$ cat config.mk
export PLATFORM = sky130hd
export DESIGN_NAME = sw_debouncer
export DESIGN_NICKNAME = d
export VERILOG_FILES = /design/src/rtl/sw_debouncer.sv
export SDC_FILE = /design/constraint.sdc
export NUM_CORES = 1
export LEC_CHECK = 0
export BUFFER_PORTS_ARGS = -buffer_cell sky130_fd_sc_hd__buf_4
export CELL_PAD_IN_SITES_DETAIL_PLACEMENT = 0
export CELL_PAD_IN_SITES_GLOBAL_PLACEMENT = 1
export CORE_MARGIN = 2
export CORE_UTILIZATION = 54
export DETAILED_ROUTE_END_ITERATION = 12
export PLACE_DENSITY = 0.95
export RECOVER_POWER = 50
export SETUP_SLACK_MARGIN = 0.1
export SLEW_MARGIN = 10
export SYNTH_ARGS = -nofsm -noshare
export SYNTH_HDL_FRONTEND = slang
export SYNTH_SLANG_ARGS = --single-unit
$ cat constraint.sdc
create_clock -name clk_i -period 4.3 [get_ports clk_i]
set_input_delay 0.86 -clock clk_i [delete_from_list [all_inputs] [get_ports clk_i]]
set_output_delay 0.86 -clock clk_i [all_outputs]
set_load 0.005 [all_outputs]
$ cat src/rtl/sw_debouncer.sv
// rtl/sw_debouncer.sv - two-flop synchronizer and per-bit stability filter for slide switches
// Each bit is accepted only after DEBOUNCE_CYCLES consecutive synchronized samples disagree with data_o.
module sw_debouncer #(
   parameter int N_SW            = 16,
   parameter int DEBOUNCE_CYCLES = 100000,
   parameter int CNT_W           = $clog2(DEBOUNCE_CYCLES + 1)
) (
   input  logic            clk_i,
   input  logic            rst_n_i,
   input  logic [N_SW-1:0] sw_i,
   output logic [N_SW-1:0] data_o,
   output logic            changed_o
);

   localparam logic [CNT_W-1:0] CNT_LAST = CNT_W'(DEBOUNCE_CYCLES - 1);
   localparam logic [CNT_W-1:0] CNT_ONE  = CNT_W'(1);

   logic [N_SW-1:0]            sync1_q;
   logic [N_SW-1:0]            sync2_q;
   logic [N_SW-1:0]            data_q;
   logic [N_SW-1:0]            data_d;
   logic [N_SW-1:0][CNT_W-1:0] cnt_q;
   logic [N_SW-1:0][CNT_W-1:0] cnt_d;
   logic                       changed_q;
   logic                       changed_d;

   // A matching sample clears the count, so bounce progress never carries over.
   always_comb begin
      data_d = data_q;
      cnt_d  = '0;
      for (int i = 0; i < N_SW; i++) begin
         if (sync2_q[i] != data_q[i]) begin
            if (cnt_q[i] == CNT_LAST) begin
               data_d[i] = sync2_q[i];
            end else begin
               cnt_d[i] = cnt_q[i] + CNT_ONE;
            end
         end
      end
      changed_d = |(data_d ^ data_q);
   end

   always_ff @(posedge clk_i or negedge rst_n_i) begin
      if (!rst_n_i) begin
         sync1_q   <= '0;
         sync2_q   <= '0;
         cnt_q     <= '0;
         data_q    <= '0;
         changed_q <= 1'b0;
      end else begin
         sync1_q   <= sw_i;
         sync2_q   <= sync1_q;
         cnt_q     <= cnt_d;
         data_q    <= data_d;
         changed_q <= changed_d;
      end
   end

   assign data_o    = data_q;
   assign changed_o = changed_q;

endmodule

==> results of run 1 <==
## power groups by stage
stage                     clock network (mW)  logic [mW]  registers (mW)
final                                   2.95       0.194            3.12
after global routing                    3.15       0.232            3.13
after CTS                               3.03       0.204            3.12
after detailed placement                   0       0.202            3.17
after global placement                     0       0.196            3.17
after floorplan                            0       0.112            3.16
## area by class of cell
type,instances,area (sq um),share of cell area
flip-flops and latches,321,8033,0.4881
multi-input cells,1065,6466,0.3929
clock buffers,52,1052,0.06394
well taps,341,426.7,0.02593
repair buffers,38,304.0,0.01848
clock inverters,7,87.58,0.005322
inverters,23,86.33,0.005246
## cells in the final DEF, fill, tap and decap left out, types with 3 or more instances in the layout
cell type  count
dfrtp_1      321
nor2_1       309
xor2_1       145
xnor2_1      105
nand3_1      101
nand2_1       95
nand4_1       62
nor3_1        38
clkbuf_16     37
and3_1        34
inv_1         23
or3_1         22
buf_4         19
and4_1        18
nor4bb_1      18
mux2_2        16
ha_1          16
clkbuf_4      15
or2_2         12
nor4_1        11
o21ai_0        9
nor4b_1        9
a21oi_1        9
clkbuf_1       9
nand2b_1       7
clkbuf_8       7
o22ai_1        4
clkinv_2       4
nand4bb_1      3
or4_4          3
nor3_2         3
or2_1          3
## state kept, by name, summed over array words and instances, names as in the netlist
register	count
data_o	16
cnt_q	272
sync1_q	16
sync2_q	16
changed_o	1
## synthesized netlist by cell type, drive strengths merged, types with 2 or more instances
| library cell | instances | area (sq um) |
|---|---|---|
| dfrtp | 321 | 8033 |
| nor2 | 309 | 1160 |
| xor2 | 145 | 1270 |
| xnor2 | 105 | 919.6 |
| nand3 | 101 | 505.5 |
| nand2 | 97 | 369.1 |
| nand4 | 62 | 387.9 |
| nor3 | 41 | 220.2 |
| and3 | 34 | 212.7 |
| inv | 23 | 86.33 |
| or3 | 22 | 137.6 |
| and4 | 18 | 157.7 |
| nor4bb | 18 | 180.2 |
| buf | 16 | 137.6 |
| ha | 16 | 200.2 |
| mux2 | 16 | 180.2 |
| or2 | 15 | 93.84 |
| clkbuf | 11 | 41.29 |
| nor4 | 11 | 68.82 |
| a21oi | 9 | 45.04 |
| nor4b | 9 | 78.83 |
| o21ai | 9 | 45.04 |
| nand2b | 7 | 43.79 |
| or4 | 5 | 48.79 |
| o22ai | 4 | 25.02 |
| nand4bb | 3 | 33.78 |
| or4b | 3 | 30.03 |
| and4b | 2 | 20.02 |
## worst paths after layout
| path | startpoint | to | slack [ps] | cells after the start |
|---|---|---|---|---|
| worst max-delay path | rst_n_i | cnt_q[238]$_DFF_PN0_ | 1590 | 2 |
| worst min-delay path | sync1_q[14]$_DFF_PN0_ | sync2_q[14]$_DFF_PN0_ | 350 | 0 |
| worst max register to register | cnt_q[5]$_DFF_PN0_ | cnt_q[12]$_DFF_PN0_ | 2190 | 5 |
| worst min register to register | sync1_q[14]$_DFF_PN0_ | sync2_q[14]$_DFF_PN0_ | 350 | 0 |
| max in group clk_i | cnt_q[5]$_DFF_PN0_ | cnt_q[12]$_DFF_PN0_ | 2190 | 5 |
| min in group asynchronous | rst_n_i | sync1_q[8]$_DFF_PN0_ | 1130 | 1 |
## per-stage QoR
stage	instance area, sq um	cells	utilization
2_1_floorplan	14760	1436	-
3_5_place_dp	15330	1788	0.5704
3_3_place_gp	15330	1788	0.5704
6_report	16460	1847	0.6123
5_1_grt	16460	1847	0.6123
4_1_cts	16470	1847	0.6128
## per-layer routing
layer / vias up / part of all wire / routed length, um
met5: - / 0 / 0
met4: 0 / 0.018 / 473
met3: 43 / 0.026 / 692
met2: 89 / 0.48 / 12550
met1: 4886 / 0.47 / 12400
li1: 4956 / - / -
## kinds of logic after synthesis
logic type / count (synthesis)
buf+inv: 50
mux: 16
simple gates: 758
flops: 321
compound gates: 25
fa+ha+maj: 16
xor+xnor: 250
==> out/results.tsv, run 1 <==
metric	value	unit
core_region_area	26880	sq um
muxShareOfSynthArea	0.01220	
use_met3	0.02938	
cts_tree	yes	
die_w	169.4	um
power.internal	4.937	mW
vdd_drop_max	0.2643	mV
yosys.area_share.simple	0.2545	
cts_max_level	2	
powerDensity	380.6	nW/um^2
drc_errors	0	
whs	345.0	ps
synth-xor-area-share	0.1483	
port_buffers	34	
synth.distinct_cells	39	
die_h	169.4	um
cp.arrival	3340	ps
ant_nets	0	
rsz0062_at_grt	false	
finalPower	6.263	mW
p_seq_frac	0.498	
end_kind	asynchronous set/reset pin	
fin_setup_tns	0	ps
cts_buffer_depth	3	
maxCapViolCount	1	
antenna_found_initial	0	
relSlewSlack	-0.7114	
power_leakage	7.073	nW
synth_compound_area_frac	0.009407	
setup_viol	0	
p_comb_frac	0.031	
fin_ws	1588	ps
hold_viol	0	
ios	35	
start_kind	input port	
syn_nets	1470	
pre_cts_slack	2188	ps
critical_path.max_stage_delay	1730	ps
dpl.hpwl	17220	um
ys_seq_elements	321	
wl_per_cell	14.14	um
critical_path_class	in2async	
worst-path-max-fanout	102	
synth_edf_count	0	
status	complete, but fails checks	
num_vias	9974	
finalClockSkew	8.482	ps
start_util	0.5493	
cts.sinks	321	
grt_start_max_net_pins	103	
min_period	2712	ps
cts_buffers	35	
grt.total_usage	0.1912	
drv_slew	101	
clkLatencyLatePin	500	ps
pwr-share-clk	0.471	
overflow	0	
nNetsFinal	1518	
num-fill-cells	2261	
drt_iter0_drc	636	
synth_fa_ha_area_frac	0.01356	
via_per_inst	5.400	
cpMaxStageDelayCell	clkbuf_2	
cp_top_family	buffers and inverters	
std_cell_rows	60	
antennaDiodeCount	0	
path_cells	clkbuf_2 > buf_4	
hold_class	reg2reg	
grt_pass1_wl	46220	um
synth_top_family_by_area	simple AND/OR/NAND/NOR gates	
syn2layout_area_growth	11.46	%
drive_gt1_frac	0.08300	
syn_inst	1436	
seq_area_frac_synth	0.5441	
p_sw	1.327	mW
cts_setup_buffers	0	
place.gp.congestion	0.8178	
met1_usage	0.2572	
drtPass1Iterations	5	
synth_ff_type	dfrtp_1	
sw_frac_of_total	0.2118	
max_slew.worst_pin.slew	2567	ps
grt-busiest-layer	met2	
wl	26120	um
min_period_over_period	0.6308	
violations	max-capacitance violations, max-slew violations	
dieArea	28680	sq um
root_buffer	clkbuf_16	
cts.repair.resized	0	
cts-hold-fix-buffers	0	
worst-path-buf-inv	2	
grtUsageMet2	0.3262	
grt_pass1_vias	10180	
syn-cell-area	14760	sq um
ys_warn_count	0	
synthArstFlopShare	1.000	
clock.fmax	368.7	MHz
clk_pin_slew	60	ps
syn_area_per_cell	10.28	sq um
crit_required	4930	ps
(Power assumes the default switching activity.)
==> run 2: changes to the inputs <==
- CORE_UTILIZATION: 54 -> 50
- PLACE_DENSITY: 0.95 -> 0.91
- clock period: 4.3 -> 2.8 ns (I/O delays scaled with it)
==> run 2 against run 1 <==
- critical path type is now reg2reg
- the run still ends with max-capacitance violations, max-slew violations left
- worst hold slack lost 190 ps
- core utilization shrank 4.0 points
- via count shrank 0.71%
==> out/results.tsv, run 2 (same netlist as run 1, synthesis figures left out) <==
metric	value	unit
final_area	16500	sq um
cts_buffer_depth	3	
cts_setup_buffers	0	
powerDensity	577.7	nW/um^2
status	complete, but fails checks	
wl_per_cell	13.56	um
crit_top_cell	nand4_1	
core_region_area	28860	sq um
min_period_over_period	0.7962	
maxCapViolCount	1	
wl_met2	11760	um
antennaDiodeCount	0	
drc_errors	0	
nNetsFinal	1519	
worst-path-max-fanout	4	
whs	159.1	ps
start_kind	flip-flop	
min_period	2229	ps
power.internal	7.419	mW
place_inst	1832	
end_kind	flip-flop	
vdd_drop_max	0.3524	mV
power_leakage	7.075	nW
grt.total_usage	0.1755	
root_buffer	clkbuf_16	
via_per_inst	5.223	
route.met3.wl	854	um
dieArea	30920	sq um
regMostFlops	cnt_q	
std_cell_rows	62	
setup_viol	0	
clk_pin_slew	60	ps
violations	max-capacitance violations, max-slew violations	
crit_required	3150	ps
rsz0062_at_grt	false	
dpl_cell_area	15400	sq um
p_comb_frac	0.031	
ios	35	
pwr-share-clk	0.466	
drive_gt1_frac	0.08532	
clkLatencyLatePin	530	ps
cts.repair.resized	0	
num_vias	9903	
p_seq_frac	0.503	
max_slew.worst_pin.slew	1792	ps
p_sw	2.116	mW
critical_path_class	reg2reg	
antenna_found_initial	0	
final_common_cell	dfrtp_1	
fin_setup_tns	0	ps
worst-path-buf-inv	0	
num-fill-cells	2468	
hold_class	in2reg	
drv_slew	68	
overflow	0	
cp.arrival	2580	ps
port_buffers	34	
path_cells	ha_1 > and4_1 > nand4_1 > o22ai_1 > nor4_1 > nand4_1	
critical_path.max_stage_delay	640	ps
ant_nets	0	
hp-start	sw_i[11]	
sw_frac_of_total	0.2219	
cts-hold-fix-buffers	0	
cpMaxStageDelayCell	nor4_1	
relSlewSlack	-0.1949	
cts.sinks	321	
routed.top_layer	met4	
wl_met1	12520	um
cts_buffers	35	
dpl.hpwl	16920	um
cp-startpoint	cnt_q[119]$_DFF_PN0_	
place.gp.congestion	0.8043	
grt_start_max_net_pins	72	
drtPass1Iterations	7	
r2r_start	cnt_q[119]$_DFF_PN0_	
cp_top_family	simple AND/OR/NAND/NOR gates	
finalClockSkew	20.22	ps
start_util	0.5116	
grt_pass1_vias	9767	
wl	25710	um
stdcell_count	1896	
cts_tree	yes	
syn2layout_area_growth	11.79	%
die_h	175.8	um
grt_pass1_wl	45920	um
largest_register_ffs	272	
die_w	175.8	um
clock.fmax	448.6	MHz
cts_max_level	2	
layout_common_cells	dfrtp_1 (321), nor2_1 (309), xor2_1 (145)	
hold_viol	0	
drt_iter0_drc	554	
==> run 2: worst reg2reg max path, cell delays in order (launching register included) <==
cell and delay [ps]:
dfrtp_1 410, ha_1 260, and4_1 250, nand4_1 170, o22ai_1 170, nor4_1 640
nand4_1 160
==> run 2: final cells by class <==
class / count / area [sq um] / area share
Clock inverter: 12 / 102.6 / 0.006216
Sequential cell: 321 / 8033 / 0.4867
Tap cell: 384 / 480.5 / 0.02911
Timing Repair Buffer: 39 / 325.3 / 0.01971
Multi-Input combinational cell: 1065 / 6466 / 0.3918
Inverter: 23 / 86.33 / 0.005231
Clock buffer: 52 / 1011 / 0.06125
==> run 2: power by group through the flow <==
stage | logic (mW) | registers (mW) | clock network, mW
2_1_floorplan | 0.172 | 4.86 | 0
3_3_place_gp | 0.304 | 4.87 | 0
3_5_place_dp | 0.310 | 4.88 | 0
4_1_cts | 0.313 | 4.79 | 4.56
5_1_grt | 0.356 | 4.80 | 4.77
6_report | 0.298 | 4.79 | 4.44
==> run 2: final timing paths <==
check	end	slack [ps]	cells after the start
setup reg to reg	changed_o$_DFF_PN0_	570	6
setup / recovery	changed_o$_DFF_PN0_	570	6
min in group asynchronous	cnt_q[226]$_DFF_PN0_	530	1
hold / removal	sync1_q[11]$_DFF_PN0_	160	1
max in group asynchronous	cnt_q[97]$_DFF_PN0_	760	2
hold reg to reg	sync2_q[7]$_DFF_PN0_	350	0
==> run 2: routing by layer <==
metal,vias up,GRT usage
met1,4795,0.2505
met3,44,0.03030
met2,104,0.2771
met5,-,0
met4,0,0.05096
li1,4960,-
==> run 2: through the flow <==
stage	utilization	setup WS, ps	total power [mW]
2_1_floorplan	-	1028	5.032
3_3_place_gp	0.5338	597.4	5.176
3_5_place_dp	0.5338	564.1	5.187
4_1_cts	0.5724	535.8	9.669
5_1_grt	0.5719	330.7	9.929
6_report	0.5719	570.6	9.534
